File: src/rtl/alu_issue.sv
// rtl/alu_issue.sv - ID/EX issue register driving ALU operands with EX/MEM and MEM/WB forwarding
module alu_issue #(
    parameter int XLEN = 32
) (
    input  logic            clk,
    input  logic            rst,
    input  logic            in_valid,
    output logic            in_ready,
    input  logic [6:0]      opcode,
    input  logic [2:0]      funct3,
    input  logic            funct7b5,
    input  logic [4:0]      rs1_idx,
    input  logic [4:0]      rs2_idx,
    input  logic [4:0]      rd_idx,
    input  logic [XLEN-1:0] rs1_data,
    input  logic [XLEN-1:0] rs2_data,
    input  logic [XLEN-1:0] imm,
    input  logic [XLEN-1:0] pc,
    input  logic            flush,
    input  logic            out_ready,
    input  logic            exmem_we,
    input  logic [4:0]      exmem_rd,
    input  logic [XLEN-1:0] exmem_res,
    input  logic            memwb_we,
    input  logic [4:0]      memwb_rd,
    input  logic [XLEN-1:0] memwb_res,
    output logic            out_valid,
    output logic [XLEN-1:0] A,
    output logic [XLEN-1:0] B,
    output logic [3:0]      aluOp,
    output logic [4:0]      out_rd,
    output logic            out_illegal
);

    localparam logic [6:0] OP_R      = 7'b0110011;
    localparam logic [6:0] OP_I      = 7'b0010011;
    localparam logic [6:0] OP_LOAD   = 7'b0000011;
    localparam logic [6:0] OP_STORE  = 7'b0100011;
    localparam logic [6:0] OP_BRANCH = 7'b1100011;
    localparam logic [6:0] OP_LUI    = 7'b0110111;
    localparam logic [6:0] OP_AUIPC  = 7'b0010111;
    localparam logic [6:0] OP_JAL    = 7'b1101111;
    localparam logic [6:0] OP_JALR   = 7'b1100111;

    logic            validQ;
    logic            illegalQ;
    logic [3:0]      aluOpQ;
    logic [4:0]      rdQ;
    logic            useRs1Q;
    logic            useRs2Q;
    logic [4:0]      rs1IdxQ;
    logic [4:0]      rs2IdxQ;
    logic [XLEN-1:0] aBaseQ;
    logic [XLEN-1:0] bBaseQ;

    logic            decUseRs1;
    logic            decUseRs2;
    logic [XLEN-1:0] decA;
    logic [XLEN-1:0] decB;
    logic [3:0]      decOp;
    logic            decIllegal;
    logic            accept;

    assign in_ready = !validQ || out_ready;
    assign accept   = in_valid && in_ready;

    always_comb begin
        decUseRs1  = 1'b0;
        decUseRs2  = 1'b0;
        decA       = '0;
        decB       = '0;
        decOp      = 4'b0000;
        decIllegal = 1'b0;
        case (opcode)
            OP_R: begin
                decUseRs1 = 1'b1;
                decUseRs2 = 1'b1;
                decA      = rs1_data;
                decB      = rs2_data;
                decOp     = {funct7b5, funct3};
            end
            OP_I: begin
                decUseRs1 = 1'b1;
                decA      = rs1_data;
                decB      = imm;
                // funct7b5 only distinguishes SRAI; for other I-ops it is immediate bit 10
                decOp     = (funct3 == 3'b101) ? {funct7b5, funct3} : {1'b0, funct3};
            end
            OP_LOAD, OP_STORE: begin
                decUseRs1 = 1'b1;
                decA      = rs1_data;
                decB      = imm;
            end
            OP_BRANCH: begin
                decUseRs1 = 1'b1;
                decUseRs2 = 1'b1;
                decA      = rs1_data;
                decB      = rs2_data;
                decOp     = 4'b1000;
            end
            OP_LUI: begin
                decB = imm;
            end
            OP_AUIPC: begin
                decA = pc;
                decB = imm;
            end
            OP_JAL, OP_JALR: begin
                decA = pc;
                decB = XLEN'(4);
            end
            default: decIllegal = 1'b1;
        endcase
    end

    always_ff @(posedge clk) begin
        if (rst) begin
            validQ   <= 1'b0;
            illegalQ <= 1'b0;
            aluOpQ   <= 4'b0000;
            rdQ      <= 5'd0;
            useRs1Q  <= 1'b0;
            useRs2Q  <= 1'b0;
            rs1IdxQ  <= 5'd0;
            rs2IdxQ  <= 5'd0;
            aBaseQ   <= '0;
            bBaseQ   <= '0;
        end else if (flush) begin
            validQ <= 1'b0;
        end else if (accept) begin
            validQ   <= 1'b1;
            illegalQ <= decIllegal;
            aluOpQ   <= decOp;
            rdQ      <= rd_idx;
            useRs1Q  <= decUseRs1;
            useRs2Q  <= decUseRs2;
            rs1IdxQ  <= rs1_idx;
            rs2IdxQ  <= rs2_idx;
            aBaseQ   <= decA;
            bBaseQ   <= decB;
        end else if (validQ && out_ready) begin
            validQ <= 1'b0;
        end
    end

    function automatic logic [XLEN-1:0] fwdSel(
        input logic [4:0]      idx,
        input logic [XLEN-1:0] rfVal,
        input logic            exWe,
        input logic [4:0]      exRd,
        input logic [XLEN-1:0] exRes,
        input logic            wbWe,
        input logic [4:0]      wbRd,
        input logic [XLEN-1:0] wbRes
    );
        if (idx != 5'd0 && exWe && exRd == idx) begin
            return exRes;
        end else if (idx != 5'd0 && wbWe && wbRd == idx) begin
            return wbRes;
        end
        return rfVal;
    endfunction

    // Forwarding stays combinational so a producer retiring during a stall is seen immediately
    always_comb begin
        A = useRs1Q ? fwdSel(rs1IdxQ, aBaseQ, exmem_we, exmem_rd, exmem_res,
                             memwb_we, memwb_rd, memwb_res) : aBaseQ;
        B = useRs2Q ? fwdSel(rs2IdxQ, bBaseQ, exmem_we, exmem_rd, exmem_res,
                             memwb_we, memwb_rd, memwb_res) : bBaseQ;
    end

    assign out_valid   = validQ;
    assign aluOp       = aluOpQ;
    assign out_rd      = rdQ;
    assign out_illegal = illegalQ;

endmodule

File: config.mk
export PLATFORM = sky130hd
export DESIGN_NAME = alu_issue
export DESIGN_NICKNAME = d
export VERILOG_FILES = /design/src/rtl/alu_issue.sv
export SDC_FILE = /design/constraint.sdc
export NUM_CORES = 1
export LEC_CHECK = 0
export CAP_MARGIN = 15
export CORE_MARGIN = 5
export CORE_UTILIZATION = 39
export CTS_CLUSTER_DIAMETER = 60
export DETAILED_ROUTE_END_ITERATION = 16
export MAX_ROUTING_LAYER = met4
export PLACE_DENSITY = 0.83
export SETUP_SLACK_MARGIN = 0.1
export SLEW_MARGIN = 20
export SYNTH_ARGS = -nofsm -noshare
export SYNTH_HDL_FRONTEND = slang
export SYNTH_SLANG_ARGS = --single-unit
File: constraint.sdc
create_clock -name clk -period 3.3 [get_ports clk]
set_clock_uncertainty 0.05 [all_clocks]
set_input_delay 0.825 -clock clk [delete_from_list [all_inputs] [get_ports clk]]
set_output_delay 0.825 -clock clk [all_outputs]
set_load 0.02 [all_outputs]
==> flow_summary.yaml <==
status:
  status: "finished, violations left"
  failed_checks: "setup timing"
place:
  placedCellCount: 1050
  dp_slack_ns: -0.881
  dp_hpwl_um: 17600
  gp_congestion: 0.952
  port_buffers: 310
  dpl_cell_area_mm2: 0.00888
sta:
  fin_crit_sh: 1.03
  fin_ws_ns: -0.108
  clock.fmax_ghz: 0.293
  maxSlewHeadroom: 0.530
  finalSetupViolations: 53
  setup_tns_ns: -2.20
  final-hold-violation-count: 0
  period_needed_ns: 3.41
  worst_slew_pin_slew_ns: 0.705
  drv_slew: 0
  rsz0062_at_grt: "yes"
final_layout:
  drive_above_1_share: 0.373
  syn2layout_area_growth_pct: 100
  antennaDiodeCount: 0
  design_area_mm2: 0.0108
  layout.cells.non_filler: 1099
  fin_nets: 1153
detailed_routing:
  routed_wl_um: 30200
  wl_per_cell_um: 27.5
  vias_per_cell: 6.30
  vias: 6924
  drcViolationCount: 0
  drtIter0Drc: 562
  antenna_left: 0
  dr.pass1.iters: 5
synth:
  yosysMostFrequentCell: "dfxtp_1"
  synth_commonest_cells: "87 x dfxtp_1, 64 x o22ai_1, 60 x a2bb2oi_2, 42 x nand2_1, 41 x nor2_1"
  ys_seq_area_frac: 0.324
  avgSynthCellArea_um2: 9.39
  synth_cell_types: 39
  synth.top_cells.by_area: "dfxtp_1 32%, a2bb2oi_2 17%, o22ai_1 7.5%, a221oi_1 5.5%, o2bb2ai_1 5.1%"
  yosysWarnings: 0
  synth_edf_count: 0
  yosys.area.top_type: "dfxtp_1"
  synth_area_mm2: 0.00537
  syn_nets: 807
  syn_inst: 572
  ys_seq_elements: 87
  synthArstFlopShare: 0
  ys.flop_type: "dfxtp_1"
  synth_top_cell_area_share: 0.324
die:
  die_h_um: 127
  initial_core_util: 0.402
  die-area_mm2: 0.0162
  pin_count: 311
  fp.dieW_um: 127
  core_area_mm2: 0.0133
  rows: 42
clock_network:
  clock_tree.buffer_depth: 2
  cts.clk_slew.worst_paths_ns: 0.06
  cts.sinks: 87
  numCtsBuffers: 9
  cts.htree.levels: 3
  root_buffer: "clkbuf_16"
  worstSkewPairLatency_ns: 0.34
  hold_buffers: 0
  cts_tree: "done"
power:
  total_power_mw: 3.05
  power.density_mw_per_mm2: 283
  power_leakage_nw: 3.94
  vdd_drop_max_mv: 0.300
global_routing:
  overflow: 0
  grt_pass1_wl_um: 40300
  grt_pass1_vias: 7034
  grt_usage: 0.331
  grt_antenna_before_repair: 0
  grt_max_degree: 34
worst_hold_path:
  worstHoldPathType: "flip-flop to flip-flop"
  hp-start: "out_rd[2]$_SDFFE_PP0P_"
  min_to: "out_rd[2]$_SDFFE_PP0P_"
  hold_depth: 2
worst_setup_path:
  worst_ep_arrival_time_ns: 2.53
  cp_cell_sequence: "buf_6 -> xor2_1 -> nor4_4 -> buf_4 -> o311ai_4 -> buf_12 -> buf_12 -> buf_16 -> o22ai_4 -> a2bb2oi_2 -> buf_6"
  crit_family: "buffers and inverters"
  worst_setup_path_start_kind: "input port"
  reg2reg_to: "aluOp[0]$_SDFFE_PP0P_"
  crit_type: "input port to primary output"
  critical_path_required_ns: 2.42
  cp_num_buf_inv: 6
  r2r_cells: 6
  cp_slowest_stage_delay_ns: 0.31
  endpoint_kind: "primary output"
  cp_max_fo: 5
  worst_path_max_delay_cell: "nor4_4"
  r2r_start: "out_valid$_SDFFE_PP0P_"
  r2r_setup_slack_ns: 1.56
job:
  maxCapViolCount: 0
-- power breakdown --
part           switching, mW  internal [mW]  leakage (nW)  total [mW]
Sequential            0.0306           1.09         0.710        1.12
Clock                  0.455          0.662         0.148        1.12
Combinational          0.354          0.463          3.08       0.818
Total                  0.839           2.21          3.94        3.05
-- metrics by stage --
stage / utilization / hold slack [ns]
global placement: 0.665 / 0.390
detailed placement: 0.665 / 0.400
finish: 0.807 / 0.408
CTS: 0.758 / 0.407
floorplan: - / 0.383
global route: 0.807 / 0.430
-- final cells by class --
| cell class | count | area [um2] |
|---|---|---|
| Sequential cell | 87 | 1750 |
| Fill cell | 800 | 2580 |
| Clock inverter | 6 | 85.1 |
| Timing Repair Buffer | 398 | 4350 |
| Clock buffer | 10 | 229 |
| Inverter | 2 | 7.51 |
| Multi-Input combinational cell | 420 | 4120 |
| Tap cell | 176 | 220 |
-- placed cells by master, fill, tap and decap left out, drive strengths merged, types with 12 or more instances in the layout --
master	instances
o2bb2ai	31
nor2	43
clkdlybuf4s50	233
clkbuf	14
a221oi	34
buf	158
a21oi	20
a2bb2oi	65
o22ai	64
dfxtp	87
a22oi	33
nand2	42
xnor2	12
nor3	34
-- metal layers --
metal | wire [um] | global-route usage | vias to the layer above
li1 | - | - | 2965
met1 | 11200 | 0.375 | 3354
met2 | 14600 | 0.566 | 456
met3 | 2710 | 0.0755 | 149
met4 | 1660 | 0.136 | 0
met5 | 0 | - | -
-- state kept, by name, summed over array words and instances (netlist names), 4 cells and up --
signal   cells
aBaseQ      32
bBaseQ      32
out_rd       5
rs1IdxQ      5
rs2IdxQ      5
aluOp        4
-- timing repair --
item | CTS | global route
buffers inserted | 17 | 1
cloned | 11 | 5
setup endpoints to repair | 64 | 64
hold endpoints to repair | 0 | 0
pin swaps | 32 | 60
resized for setup | 491 | 92
-- kinds of logic (layout without fill, tap and decap cells) --
group | after synthesis | after routing | share of synthesized area
xor gates and xnor gates | 20 | 20 | 0.0326
buffers and inverters | 65 | 416 | 0.0673
DFF | 87 | 87 | 0.324
and+or+nand+nor | 141 | 141 | 0.126
AOI/OAI and AO/OA | 259 | 259 | 0.450
-- how the worst max path moves through the flow --
stage | start | endpoint | cells past startpoint
6_report | memwb_rd[2] | B[11] | 11
4_1_cts | exmem_rd[2] | A[26] | 10
3_5_place_dp | exmem_rd[4] | B[0] | 8
5_1_grt | exmem_rd[2] | B[11] | 10
2_1_floorplan | exmem_rd[2] | B[10] | 7
3_3_place_gp | exmem_rd[4] | A[31] | 8
-- worst register-to-register path, cell delays in order (launching register included) --
cell and delay (ns):
dfxtp_1 0.32, nand2b_1 0.22, nand3b_1 0.14, buf_4 0.26, nor3_1 0.45, a22oi_1 0.13, nor2_1 0.11
Power figures use the tool's default switching activity.
==> RTL change (same flow settings) <==
Make the reset (`rst`) asynchronous in one clocked block.
--- a/src/rtl/alu_issue.sv
+++ b/src/rtl/alu_issue.sv
@@ -113,7 +113,7 @@
         endcase
     end
 
-    always_ff @(posedge clk) begin
+    always_ff @(posedge clk or posedge rst) begin
         if (rst) begin
             validQ   <= 1'b0;
             illegalQ <= 1'b0;
Function: differs if rst is asserted again (counterexample within 4 cycles, from zero or initial values and one cycle with rst high); with rst held inactive, the same outputs for 4 cycles.
==> RTL change against the unedited design <==
  * The run still ends with setup timing left
  * Sequential cell count unchanged
  * Power grew 5.1%
  * Combinational power grew 21%
  * Wire length shrank 6.3%
  * Setup slack got worse by 0.044 ns
  * Design area grew 2.4%
  * Critical path type is now reg2out
  * Synthesized area increased by 2.5%
  * Highest routed layer unchanged
  * First-iteration DRC count shrank 8.2%
==> RTL change: results (changes against the unedited design) <==
Status - finished with violations (unchanged)
Failing checks - setup timing (unchanged)
Clock group power - 1060 uW (was 1120 uW)
Layout cells sized above 1 - 0.378 (was 0.373)
Net Sw Frac - 0.281 (was 0.275)
Setup crit start - rs1IdxQ[2]$_DFFE_PP0P_ (was memwb_rd[2])
Hold Path Sink - bBaseQ[30]$_DFFE_PP0P_ (was out_rd[2]$_SDFFE_PP0P_)
Post-route setup slack - -0.153 ns (was -0.108 ns)
Sequential fraction of the synthesis area - 0.395 (was 0.324)
Met2 usage - 0.539 (was 0.566)
Crit-path max FO - 6 (was 5)
Setup TNS Final - -3.37 ns (was -2.20 ns)
CP max-delay cell - or4_4 (was nor4_4)
Ys flop type - dfrtp_1 (was dfxtp_1)
Largest net degree at the start of global routing - 88 (was 34)
# Post-CTS Setup Buffers - 15 (was 17)
Cell count after synthesis - 525 (was 572)
Met1 GRT Util - 0.359 (was 0.375)
Hold path start - bBaseQ[30]$_DFFE_PP0P_ (was out_rd[2]$_SDFFE_PP0P_)
Setup violators final - 60 (was 53)
DRT met1 WL - 10100 um (was 11200 um)
Synth top area cells - dfrtp_1 40%, a2bb2oi_2 8.2%, o22ai_1 7.3% (was dfxtp_1 32%, a2bb2oi_2 17%, o22ai_1 7.5%)
Met3 routed wirelength - 2150 um (was 2710 um)
R2R Path Start - out_valid$_DFFE_PP0P_ (was out_valid$_SDFFE_PP0P_)
DR vias - 6483 (was 6924)
Reg-to-Reg End - aBaseQ[3]$_DFFE_PP0P_ (was aluOp[0]$_SDFFE_PP0P_)
Pre-antenna DRT Iters - 7 (was 5)
Arr. time, crit path - 2.58 ns (was 2.53 ns)
Sequential share of power - 0.361 (was 0.366)
Vias in the first global route - 6915 (was 7034)
-- RTL change: changes by cell type in the layout (fill, tap and decap cells not counted), sizes merged, moves of 4 or more --
| cell | change |
|---|---|
| nor3 | -33 |
| nor2 | -41 |
| clkbuf | +4 |
| mux2 | +17 |
| a221oi | -34 |
| a21oi | -16 |
| buf | -9 |
| a21o | +33 |
| a22o | +35 |
| dfxtp | -87 |
| o21ai | +33 |
| o2bb2ai | -31 |
| dfrtp | +87 |
-- RTL change: final cells by class --
cell class | instances | area share
sequential | 87 | 0.198
inverter | 5 | 0.00193
clock inverter | 3 | 0.00386
clock buffer | 12 | 0.0233
timing repair buffer | 392 | 0.389
tap | 180 | 0.0204
multi-input combinational | 380 | 0.364
-- RTL change: logic make-up (layout without fill, tap and decap cells) --
kind of cell	Yosys count	after routing	synth area share
compound gates	279	279	0.414
xor+xnor	20	20	0.0332
buf+inv	58	412	0.0602
flops	87	87	0.395
mux	17	17	0.0348
simple gates	64	64	0.0627
